## config.mk

```make
export PLATFORM = sky130hd
export DESIGN_NAME = script_fetcher
export DESIGN_NICKNAME = d
export VERILOG_FILES = /design/src/rtl/script_fetcher.sv
export SDC_FILE = /design/constraint.sdc
export NUM_CORES = 1
export LEC_CHECK = 0
export ABC_AREA = 1
export CORE_UTILIZATION = 45
export CTS_CLUSTER_SIZE = 12
export DETAILED_ROUTE_END_ITERATION = 7
export HOLD_SLACK_MARGIN = 0.08
export PLACE_DENSITY_LB_ADDON = 0.05
export SYNTH_ARGS = -nofsm -noshare
export SYNTH_HDL_FRONTEND = slang
export SYNTH_SLANG_ARGS = --single-unit
export TNS_END_PERCENT = 100
```

## constraint.sdc

```tcl
create_clock -name clk -period 3.6 [get_ports clk]
set_clock_uncertainty 0.15 [all_clocks]
set_input_delay 0.72 -clock clk [delete_from_list [all_inputs] [get_ports clk]]
set_output_delay 0.72 -clock clk [all_outputs]
set_load 0.01 [all_outputs]
```

## src/rtl/script_fetcher.sv

```systemverilog
// script_fetcher: streams 32-bit script words from a registered-read ROM into a
// valid/ready instruction stream, stopping after the END word. A small skid FIFO
// absorbs the one-cycle ROM latency against downstream backpressure.
module script_fetcher #(
   parameter int unsigned DEPTH      = 2,
   parameter logic [3:0]  END_OPCODE = 4'hF
) (
   input  logic        clk,
   input  logic        rst_n,
   input  logic        call_valid,
   output logic        call_ready,
   input  logic [8:0]  call_addr,
   input  logic        abort,
   output logic [8:0]  rom_addr,
   input  logic [31:0] rom_instr,
   output logic        instr_valid,
   input  logic        instr_ready,
   output logic [31:0] instr_data,
   output logic        instr_last,
   output logic        busy
);

   localparam int unsigned PW = (DEPTH > 1) ? $clog2(DEPTH) : 1;
   localparam int unsigned CW = $clog2(DEPTH + 1);

   typedef enum logic [1:0] {StIdle, StFetch, StDrain} state_e;

   state_e         state;
   logic [8:0]     pc;
   logic           inflight;
   logic           discard;
   logic [CW-1:0]  count;
   logic [CW-1:0]  count_next;
   logic [PW-1:0]  rd_ptr;
   logic [PW-1:0]  wr_ptr;
   logic [31:0]    mem_data [DEPTH];
   logic           mem_last [DEPTH];

   logic           pop;
   logic           push;
   logic           is_end;
   logic           ret_end;
   logic           issue;
   logic           accept;
   logic [31:0]    occ;
   logic           unused_addr;

   // Low address bits are ignored; the start address is always word aligned.
   assign unused_addr = ^call_addr[1:0];

   // Handshakes, issue decision and FIFO occupancy bookkeeping.
   always_comb begin
      pop        = instr_valid && instr_ready;
      push       = inflight && !discard;
      is_end     = (rom_instr[31:28] == END_OPCODE);
      ret_end    = push && is_end;
      // Occupancy after this cycle, counting the read still in flight.
      occ        = 32'(count) + 32'(inflight) - 32'(pop);
      issue      = (state == StFetch) && !abort && (occ < DEPTH);
      accept     = call_valid && call_ready && !abort;
      count_next = count + CW'(push) - CW'(pop);
   end

   // Status outputs follow the state register; rom_addr always presents pc.
   always_comb begin
      call_ready  = (state == StIdle);
      busy        = (state != StIdle);
      rom_addr    = pc;
      instr_valid = (count != '0);
      instr_data  = instr_valid ? mem_data[rd_ptr] : '0;
      instr_last  = instr_valid ? mem_last[rd_ptr] : 1'b0;
   end

   // Sequencer FSM with read tracking and FIFO pointers.
   always_ff @(posedge clk or negedge rst_n) begin
      if (!rst_n) begin
         state    <= StIdle;
         pc       <= '0;
         inflight <= 1'b0;
         discard  <= 1'b0;
         count    <= '0;
         rd_ptr   <= '0;
         wr_ptr   <= '0;
      end else if (abort) begin
         state    <= StIdle;
         inflight <= 1'b0;
         discard  <= 1'b0;
         count    <= '0;
         rd_ptr   <= '0;
         wr_ptr   <= '0;
      end else begin
         inflight <= issue;
         // A read issued alongside the END return is speculative; drop its data.
         discard  <= issue && ret_end;
         if (issue) begin
            pc <= pc + 9'd4;
         end
         if (push) begin
            wr_ptr <= (wr_ptr == PW'(DEPTH - 1)) ? '0 : wr_ptr + PW'(1);
         end
         if (pop) begin
            rd_ptr <= (rd_ptr == PW'(DEPTH - 1)) ? '0 : rd_ptr + PW'(1);
         end
         count <= count_next;
         unique case (state)
            StIdle: begin
               if (accept) begin
                  state <= StFetch;
                  pc    <= {call_addr[8:2], 2'b00};
               end
            end
            StFetch: begin
               if (ret_end) begin
                  state <= StDrain;
               end
            end
            StDrain: begin
               // No issues happen here, so an empty FIFO means nothing is pending.
               if (count_next == '0) begin
                  state <= StIdle;
               end
            end
            default: state <= StIdle;
         endcase
      end
   end

   // FIFO storage; contents are only visible while count is nonzero.
   always_ff @(posedge clk) begin
      if (push && !abort) begin
         mem_data[wr_ptr] <= rom_instr;
         mem_last[wr_ptr] <= is_end;
      end
   end

endmodule

```

; After elaboration in Yosys (flattened, before gate mapping)
; Memories as Yosys holds them, arrays and structs flattened.
; Cells that the tools add are included.
[word_totals]
input_bits = 46
ramBits = 66
register_bits = 17
n_memories = 2
out_inout_bits = 45
[memory_table]
columns = name, depth, word_bits, read_ports, rd_ports_with_merged_regs, write_ports, line
row1 = mem_data, 2, 32, 1, 0, 1, 36  ; logic [31:0] mem_data [DEPTH];
row2 = mem_last, 2, 1, 1, 0, 1, 37  ; logic mem_last [DEPTH];
[classes]
mux = 21
eq_ne = 6
n_reduce_logical = 18
order_cmp = 1
addsub = 7
[op_table]
columns = operator, count
row1 = "< comparator 32 x 2 -> 1 bit, second input constant", 1
row2 = two-way mux 32 bit, 1
row3 = two-way mux 9 bit, 3
row4 = two-way mux 1 bit, 11
row5 = two-way mux 2 bit, 5
row6 = "adder 9 x 3 -> 9 bit, second input constant", 1
row7 = logical AND 1 bit, 9
row8 = nonzero test 2 bit, 4
row9 = "!= test 3 bit, second input constant", 2
row10 = case mux 2 bit (3 select lines), 1
row11 = "== test 4 bit, second input constant", 1
row12 = logical NOT 2 bit, 2
row13 = subtractor 3 x 1 -> 4 bit, 1
row14 = adder 2 x 1 -> 3 bit, 1
row15 = "!= test 3 x 1 -> 1 bit, second input constant", 1
row16 = AND reduction 3 bit, 1
row17 = "adder 1 bit, second input constant", 2
row18 = adder 2 x 1 -> 2 bit, 1
row19 = "== test 2 x 1 -> 1 bit, second input constant", 1
row20 = "== test 2 bit, second input constant", 1
row21 = logical NOT 1 bit, 2
row22 = subtractor 2 x 1 -> 2 bit, 1

; Depth between registers and ports, before layout
[logic_depth]
word_depth = 8
ltp_mapped = 14
mapped_depth_nobuf = 14

; Least setup slack after synthesis
; OpenSTA, ideal clock, no wires.
[synth_path]
path_kind = input to register
from = input port abort
to = memory mem_data[0][0] (enable)
slack_ps = 751
required_time_ps = 3027
stages = 3
setup_time_ps = 423
arrival_time_ps = 2276
cell_sequence = inv_2 nand2_1 nor2_1
[synth_via]
elab_chain_len = 4
[synth_lines]
columns = item, line
row1 = from (decl), 13  ; input logic abort,
row2 = logical NOT 1 bit, 130  ; if (push && !abort) begin
row3 = logical AND 1 bit, 130
row4 = two-way mux 1 bit, 130
row5 = two-way mux 1 bit (not written as such), 131  ; mem_data[wr_ptr] <= rom_instr;
row6 = to (decl), 36
; Every way passes these cells.

; Worst setup path in the final report
[layout_path]
from = register rd_ptr
to = output port instr_data[20]
[layout_via]
elab_chain_len = 2
[layout_lines]
columns = item, line
row1 = from (decl), 34  ; logic [PW-1:0] rd_ptr;
row2 = from (signal assigned), 102  ; rd_ptr <= (rd_ptr == PW'(DEPTH - 1)) ? '0 : rd_ptr + PW'(1);
row3 = memory read (2 x 32 bit), -
row4 = two-way mux 32 bit, 70  ; instr_data = instr_valid ? mem_data[rd_ptr] : '0;
row5 = to (decl), 18  ; output logic [31:0] instr_data,
; Every way passes these cells.

==> metrics <==
DIE AREA 0.00800 mm2; Synth async-reset ratio 18.5%; critical path arrival 2090 ps; DRT Pass-1 Iters 5; Detailed Place HPWL 4450 um; status complete, no violations; synthesized flop and latch total 81; CTS tree yes; area share of fa/ha/maj cells after synthesis 1.31%; Die Y 89.4 um; Cell Chain, Critical Path inv_1 -> buf_12 -> nand2_1 -> a21oi_1 -> clkdlybuf4s50_1; fraction of the mapped netlist area in simple logic gates 18.7%; DR vias 2473; number of max-cap violations 0; initial DRC count 97; Initial Utilization 46.9%; largest net degree at the start of global routing 36; share of cells above drive strength 1 8.19%; top post-synthesis cells by area edfxtp_1 (58%), nand2_1 (14%), dfrtp_1 (11%), a21oi_1 (5.4%), inv_1 (2.0%); Comb pwr share 39.0%; post-route clock period utilization 82.2%; Avg Cell Area, Syn 10.8 um2; Power Dens Cells 648 mW/mm2; NetSw 0.00103 W; final hold violation count 0; n_diodes 0; Via density 4.81; fin worst setup slack 641 ps; cell family with most CP delay buffers and inverters; worst path bufs/invs 3; Int Pwr 0.00198 W; clock slew at reported path FFs 80 ps; clock power share 21.5%; Clock Tree Root clkbuf_8; RSZ-0062 raised after global routing no; Gate Count Post-Synth 318; setup slack after placement 518 ps; Worst Setup Start Kind register; worst vdd ir 0.000335 V; CTS Sinks 81; total congestion overflow 0; Hold WC Path Type register to register; buffers added on ports 86; Static Leak 1.78 nW; Fillers 570; CP required 2730 ps; Detail Route Antenna Nets 0; first-pass GRT wire length 10500 um; critical path type register to output pin; fin area 0.00465 mm2; max-slew violations 0; synthesized cell area 0.00344 mm2; worst rel slew slack 51.9%; Synth Area in Compound Gates 6.33%; Worst Path Max Fanout 21; Worst setup EP type output pin; # DRC 0; GP Congestion 0.807; worst skew pair latency 340 ps; Yosys cell types 26; Post-CTS Hold Buffers 0; cts bufs inserted 9; Finish-stage setup viols 0; setup_tns 0 ps; Flop pwr share 39.5%; XOR/XNOR Fraction of Synth Area 0.764%; Primary FF master, synth edfxtp_1; placed cell area 0.00445 mm2; All-Layer GR Usage 18.1%; combinational family with the most area after synthesis simple AND/OR/NAND/NOR gates; post-CTS resize count 0; mux cell area share after synthesis 0%; Post-CTS Repair Setup Buffers 0; vias in the first global route 2270; # rows 31; sw frac 34.2%; sequential element share of the synthesized area 68.5%; Total Wirelength 6840 um; fin nets 459; Max Root-Sink Buffers 2; core area 0.00733 mm2; Ports 91; Die W 89.4 um; Crit-path slowest cell clkdlybuf4s50_1; fmax 338 MHz; H-Tree Depth 3; crit path time final 2960 ps; Wirelength per Cell 13.3 um; most numerous cell in the Yosys netlist nand2_1; CP max stage delay 560 ps; Worst-Margin Slew 719 ps; commonest cells in the netlist nand2_1 (124), edfxtp_1 (66), a21oi_1 (37); EDFF count, synth 66; P&R area growth vs syn 35.1%; Tot Pwr 0.00301 W; initial antenna violation count 0; Synth top area share 57.6%; synth warn 0; area leader, netlist edfxtp_1
[routing by layer]
metal / routed length, um / track usage (%) / vias to the layer above / part of all wire [%]
met5: 0 / 0 / - / 0
met4: 76 / 7.36 / 0 / 1.1
met3: 259 / 4.25 / 8 / 3.8
met2: 3510 / 31.3 / 57 / 51
met1: 3000 / 22.0 / 1170 / 44
li1: - / - / 1238 / -
[sequential cells by signal, indices dropped and copies added, names as in the netlist]
signal,flops
count,2
state,2
mem_last,2
wr_ptr,1
inflight,1
mem_data,64
rom_addr,7
discard,1
rd_ptr,1
[logic make-up after synthesis]
| logic type | Yosys count |
|---|---|
| flip-flops | 81 |
| buffers and inverters | 34 |
| adder cells (fa/ha/maj) | 3 |
| XOR/XNOR | 3 |
| AO/OA/AOI/OAI | 43 |
| AND/OR/NAND/NOR | 153 |
| other | 1 |
[through the flow]
step	instances	util, %	hold WS [ps]
6_report	514	63.4	406
5_1_grt	514	63.4	416
4_1_cts	514	63.4	405
3_5_place_dp	498	60.7	392
3_3_place_gp	498	60.7	381
2_1_floorplan	319	-	274
[placed cells by master, fill, tap and decap left out, types with 3 or more instances in the layout]
cell / n
inv_1: 18
nand2_1: 124
nor2_1: 11
o21ai_0: 4
clkbuf_8: 9
nand3_1: 3
clkdlybuf4s50_1: 86
dfrtp_1: 15
edfxtp_1: 66
buf_4: 4
nor2_4: 6
a21oi_1: 37
nor3_1: 3
inv_2: 3
[worst reg2reg max path, stage by stage (launching register included)]
cell and delay, ps:
dfrtp_1 430, nor2_2 110, buf_4 360, nor2_4 70, nand2_1 120, a21oi_1 100, fa_1 510, nor2_4 150
nand3_4 150, inv_4 120, nand2_1 50, o21ai_0 60, nor2_1 50
[area by class of cell]
type                       instances  area [um2]  area share [%]
sequential                        81        2360            50.7
multi-input combinational        204         956            20.6
timing repair buffer              92         931            20.0
clock buffer                       9         124            2.67
tap                               99         124            2.67
inverter                          22        85.1            1.83
clock inverter                     7        70.1            1.51
[final timing paths]
kind / start / end / slack (ps) / depth (start not counted)
worst max-delay path: rd_ptr$_DFFE_PN0P_ / instr_data[20] / 640 / 5
worst min-delay path: wr_ptr$_DFFE_PN0P_ / wr_ptr$_DFFE_PN0P_ / 410 / 1
worst max register to register: count[1]$_DFF_PN0_ / rom_addr[3]$_DFFE_PN0N_ / 1060 / 12
worst min register to register: wr_ptr$_DFFE_PN0P_ / wr_ptr$_DFFE_PN0P_ / 410 / 1
max in group asynchronous: rst_n / wr_ptr$_DFFE_PN0P_ / 2190 / 1
min in group asynchronous: rst_n / rom_addr[5]$_DFFE_PN0N_ / 650 / 1
[power by group through the flow]
stage / sequential [W] / clock [W] / combinational [W]
after floorplan: 0.00121 / 0 / 0.000624
after global placement: 0.00121 / 0 / 0.00117
after detailed placement: 0.00121 / 0 / 0.00119
after CTS: 0.00119 / 0.000664 / 0.00119
after global routing: 0.00120 / 0.000702 / 0.00132
final: 0.00119 / 0.000648 / 0.00117
No activity file was read; power rests on OpenSTA's default activity.
